## src/rtl/fft_pkg.sv

```systemverilog
// Shared definitions for the streaming 64-point FFT stage chain.
package fft_pkg;

  localparam int FFT_N     = 64;
  localparam int DEF_WIDTH = 14;

  typedef struct packed {
    logic [DEF_WIDTH-1:0] re;
    logic [DEF_WIDTH-1:0] im;
  } cplx_t;

  // Ceiling log2, used to size counters and addresses.
  function automatic int clog2(input int unsigned v);
    int unsigned r;
    r = 0;
    while ((32'd1 << r) < v) r = r + 1;
    return int'(r);
  endfunction

endpackage

```

## src/rtl/r2sdf_stage_bf8.sv

```systemverilog
// Combinational radix-2 butterfly: s = a + b, d = a - b, modular at W bits.
module bf8 #(
  parameter int W = 14
) (
  input  logic [W-1:0] a_re,
  input  logic [W-1:0] a_im,
  input  logic [W-1:0] b_re,
  input  logic [W-1:0] b_im,
  output logic [W-1:0] s_re,
  output logic [W-1:0] s_im,
  output logic [W-1:0] d_re,
  output logic [W-1:0] d_im
);

  // Sum and difference of the complex pair.
  always_comb begin
    s_re = a_re + b_re;
    s_im = a_im + b_im;
    d_re = a_re - b_re;
    d_im = a_im - b_im;
  end

endmodule

```

## src/rtl/r2sdf_stage.sv

```systemverilog
// Radix-2 single-path delay-feedback FFT stage.
// Optional macro R2SDF_STAGE_SCALE_EN: butterfly at WIDTH+1 bits with a 1/2
// arithmetic scale on both sum and difference (no overflow).
module r2sdf_stage
  import fft_pkg::*;
#(
  parameter int WIDTH = DEF_WIDTH,
  parameter int DEPTH = 32
) (
  input  logic             clk,
  input  logic             rst,
  input  logic             in_valid,
  input  logic [WIDTH-1:0] in_re,
  input  logic [WIDTH-1:0] in_im,
  output logic             out_valid,
  output logic             out_sof,
  output logic [WIDTH-1:0] out_re,
  output logic [WIDTH-1:0] out_im
);

  localparam int CW = clog2(2 * DEPTH);
  localparam int AW = clog2(DEPTH);

  logic [CW-1:0]        cnt;
  logic                 have_diff;
  logic [2*WIDTH-1:0]   mem [DEPTH];
  logic [AW-1:0]        addr;
  logic                 phase_b;
  logic [WIDTH-1:0]     head_re, head_im;
  logic [WIDTH-1:0]     sum_re, sum_im, dif_re, dif_im;

  assign addr    = cnt[AW-1:0];
  assign phase_b = cnt[CW-1];
  assign {head_re, head_im} = mem[addr];

`ifdef R2SDF_STAGE_SCALE_EN
  logic [WIDTH:0] bs_re, bs_im, bd_re, bd_im;

  bf8 #(.W(WIDTH + 1)) u_bf (
    .a_re ({head_re[WIDTH-1], head_re}),
    .a_im ({head_im[WIDTH-1], head_im}),
    .b_re ({in_re[WIDTH-1], in_re}),
    .b_im ({in_im[WIDTH-1], in_im}),
    .s_re (bs_re),
    .s_im (bs_im),
    .d_re (bd_re),
    .d_im (bd_im)
  );

  // Dropping bit 0 of the WIDTH+1 result is the arithmetic shift by one.
  assign sum_re = WIDTH'(bs_re >> 1);
  assign sum_im = WIDTH'(bs_im >> 1);
  assign dif_re = WIDTH'(bd_re >> 1);
  assign dif_im = WIDTH'(bd_im >> 1);
`else
  bf8 #(.W(WIDTH)) u_bf (
    .a_re (head_re),
    .a_im (head_im),
    .b_re (in_re),
    .b_im (in_im),
    .s_re (sum_re),
    .s_im (sum_im),
    .d_re (dif_re),
    .d_im (dif_im)
  );
`endif

  // Delay line: phase A stores the raw input, phase B stores the difference.
  always_ff @(posedge clk) begin
    if (in_valid) begin
      mem[addr] <= phase_b ? {dif_re, dif_im} : {in_re, in_im};
    end
  end

  // Sample counter, diff-available flag and registered output.
  always_ff @(posedge clk) begin
    if (rst) begin
      cnt       <= '0;
      have_diff <= 1'b0;
      out_valid <= 1'b0;
      out_sof   <= 1'b0;
      out_re    <= '0;
      out_im    <= '0;
    end else begin
      out_valid <= 1'b0;
      out_sof   <= 1'b0;
      if (in_valid) begin
        cnt <= cnt + 1'b1;
        if (!phase_b) begin
          // Head data only loaded when it is a real diff, so unwritten
          // delay-line words never reach the output registers.
          out_valid <= have_diff;
          if (have_diff) begin
            out_re <= head_re;
            out_im <= head_im;
          end
        end else begin
          out_valid <= 1'b1;
          out_sof   <= (cnt == CW'(DEPTH));
          out_re    <= sum_re;
          out_im    <= sum_im;
          if (cnt == CW'(2 * DEPTH - 1)) have_diff <= 1'b1;
        end
      end
    end
  end

endmodule
```

## config.mk

```make
export PLATFORM = sky130hd
export DESIGN_NAME = r2sdf_stage
export DESIGN_NICKNAME = d
export VERILOG_FILES = /design/src/rtl/fft_pkg.sv /design/src/rtl/r2sdf_stage_bf8.sv /design/src/rtl/r2sdf_stage.sv
export SDC_FILE = /design/constraint.sdc
export NUM_CORES = 1
export LEC_CHECK = 0
export CORE_MARGIN = 2
export CORE_UTILIZATION = 62
export DETAILED_ROUTE_END_ITERATION = 6
export PLACE_DENSITY_LB_ADDON = 0.15
export SYNTH_ARGS = -nofsm -noshare
export SYNTH_HDL_FRONTEND = slang
export SYNTH_SLANG_ARGS = --single-unit
```

## constraint.sdc

```tcl
create_clock -name clk -period 6.91 [get_ports clk]
set_input_delay 1.7275 -clock clk [delete_from_list [all_inputs] [get_ports clk]]
set_output_delay 1.7275 -clock clk [all_outputs]
set_load 0.01 [all_outputs]
```

==> results by group, run 1 <==
GRT
  – Overflow after GRT: 0
  – Grt met3 use: 5.99%
  – Pin count of the biggest net entering global routing: 57
  – Vias in the first global route: 19900
  – Initial antenna violation count: 1
  – Met1 Use GR: 46.8%
  – Total GRT Usage: 31.4%
  – GR peak layer: met2
  – First-pass GRT wire length: 140 mm
  – Routing usage on met2: 48.5%

Routing
  – DR pass1 iterations: 5
  – DRT Wirelength: 98.1 mm
  – Post-detailed-route via-to-cell ratio: 6.82
  – Detail Route Antenna Nets: 0
  – 1st-iter DRT viols: 2695
  – Detailed-route DRC error count: 0
  – Vias: 20400
  – Routed len/inst: 32.8 um

Setup path
  – Crit Path Category: register to register
  – Worst EP required: 7160 ps
  – Worst EP arrival: 6580 ps
  – Crit-path max cell delay: 950 ps
  – Buffers & Inverters on Critical Path: 3
  – Setup crit end kind: register
  – Critical path's top delay family: multiplexers
  – CP Launch Type: register
  – Critical-path maximum fanout: 32
  – Cells along the critical path: buf_4 -> mux4_2 -> mux4_2 -> mux2i_1 -> inv_1 -> ha_1 -> nor2b_1 -> o31ai_1 -> a21oi_1 -> o41ai_1 -> buf_4 -> o21ai_0 -> nor4_1 -> nor4_1 -> xnor2_2
  – Slowest CP cell: xnor2_2

Placed design
  – Port Buffers: 60
  – DPL Wire Length: 56.7 mm
  – Placed cell area: 0.0408 mm2
  – Placed cell count: 2824
  – GPL Wtd Cong: 0.920

Floorplanning
  – Die height: 253 um
  – Initial Util: 62.6%
  – Die Area: 0.0642 mm2
  – Core Box Area: 0.0616 mm2
  – Rows: 91
  – Number of I/O pins: 61
  – Die Span X: 253 um

STA
  – FMAX: 158 MHz
  – Max transition margin: 16.1%
  – Final setup skew: 26.5 ps
  – Final Hold Viols: 0
  – RSZ-0062 raised after global routing: false
  – Fin Setup TNS: 0 ps
  – Slew @ Worst Pin: 1250 ps
  – Final setup fails: 0
  – Max Slew Vio Count: 0
  – Hold slack: 456 ps
  – Min Tclk post-route: 6320 ps
  – Period utilization: 91.5%

Layout
  – Fin nets: 2181
  – Layout area overhead: 13.5%
  – Layout Cells excl Fill: 2996
  – Fill cell count: 3635
  – Final Core Density: 71.0%
  – Share of cells above drive strength 1: 27.3%
  – N_diodes: 0
  – Finished Cell Area: 0.0437 mm2

Clock network
  – Total CTS buffers: 93
  – TritonCTS clock tree: built
  – Clock slew at reported path FFs: 60 ps
  – Cts hold-fix bufs: 0
  – Post-CTS setup buffer count: 0
  – PostCTS Resize Cnt: 0
  – Skew-Pair Late Insertion Delay: 650 ps
  – Root Driver: clkbuf_16
  – CTS Buffer Depth: 3
  – TritonCTS Sinks: 938
  – Max H-tree Level: 3

Job
  – Max_cap viols: 0

Logic synthesis
  – Post-Syn Area: 0.0386 mm2
  – Post-synth EDFFs: 896
  – Seq/Total Area, Yosys: 72.0%
  – Synth area leader: edfxtp_1
  – Seq cells post-synth: 938
  – Synthesized net count: 2035
  – Netlist cell types: 63
  – Most frequent cells after synthesis: 896 x edfxtp_1, 274 x mux4_2, 83 x nor2_1
  – Yosys top cell area share: 69.8%
  – Commonest register cell after synthesis: edfxtp_1
  – Ranking of synthesized cells by area: edfxtp_1 70%, mux4_2 16%, dfxtp_1 2.2%
  – Count leader, synth: edfxtp_1
  – Syn Area/Cell: 19.9 um2
  – Yosys warnings: 0
  – Mapped Cells: 1936
  – Post-synth ARST share: 0%

Hold path
  – Hold WC Path Type: register to register
  – Hold path startpoint: out_re[9]

Power
  – Max VDD drop: 0.000224 V
  – PwrDens: 281 mW/mm2
  – Leakage: 13.9 nW

Status
  – Status: finished clean
==> layout by cell type (no fill, tap or decap), types with 14 or more instances in the layout <==
cell	count
edfxtp_1	896
mux4_2	274
clkbuf_16	97
buf_4	84
ha_1	64
clkdlybuf4s50_1	60
inv_1	59
nor2_1	56
nand2_1	51
a21oi_1	42
dfxtp_1	37
o21ai_0	31
mux2_2	28
nor2_4	27
xnor2_1	26
nand3_1	25
clkbuf_1	22
clkinv_2	21
clkinv_1	18
nor3_1	17
nand2b_1	17
mux2i_1	14
==> worst min-delay path, stage by stage (launching register included) <==
cell     delay (ps)
dfxtp_1         320
nand2_1          40
o21ai_0          60
==> sequential cells by signal (all words and copies together), names as in the netlist, named ones only <==
name and count:
mem 896, out_re 14, out_im 14, out_valid 1
cnt 6, out_sof 1, have_diff 1
==> power by group <==
part           switching, mW  internal [mW]
clock network           2.08           2.77
logic                  0.638          0.530
registers             0.0259           6.26
total                   2.74           9.56
==> metrics by stage <==
| step | setup WS (ps) | power [mW] |
|---|---|---|
| after floorplan | 1380 | 7.25 |
| after global placement | 823 | 7.53 |
| after detailed placement | 598 | 7.56 |
| after CTS | 572 | 12.3 |
| after global routing | 139 | 12.6 |
| final | 590 | 12.3 |
==> cell families (layout without fill, tap and decap cells) <==
| logic type | after synthesis | count (layout) | share of synthesized area [%] |
|---|---|---|---|
| XOR/XNOR | 37 | 37 | 0.841 |
| multiplexers | 321 | 321 | 17.3 |
| AO/OA/AOI/OAI | 176 | 176 | 2.95 |
| AND/OR/NAND/NOR | 238 | 238 | 2.89 |
| flip-flops | 938 | 938 | 72.0 |
| buffers and inverters | 158 | 381 | 1.75 |
| adder cells (fa/ha/maj) | 68 | 68 | 2.28 |
==> final timing paths <==
kind / to / slack (ps) / cells after the start
worst max-delay path: mem[22][27] / 590 / 15
worst max register to register: mem[22][27] / 590 / 15
worst min-delay path: out_re[9] / 460 / 2
worst min register to register: out_re[9] / 460 / 2
==> routing by layer <==
layer  wire (um)  vias up
met5          11        -
li1            -     8250
met1       38600    10800
met2       46500     1197
met3       10200      202
met4        2740        2
==> area by class of cell <==
class	instances	area (um2)	share of cell area (%)
clock buffers	120	2520	5.77
multi-input cells	840	10500	23.9
flip-flops and latches	938	27800	63.5
clock inverters	52	410	0.938
inverters	61	231	0.529
well taps	837	1050	2.39
repair buffers	148	1310	3.00
Note: power is estimated with default switching activity, not from simulation.
==> run 2, diff against run 1 <==
==> constraint.sdc (replaced) <==
create_clock -name clk -period 6.91 [get_ports clk]
set_input_delay 1.7275 -clock clk [delete_from_list [all_inputs] [get_ports clk]]
set_output_delay 1.7275 -clock clk [all_outputs]
set_load 0.05 [all_outputs]
==> results of run 2 <==
The final DEF is identical to that of run 1; final timing and power are the same.
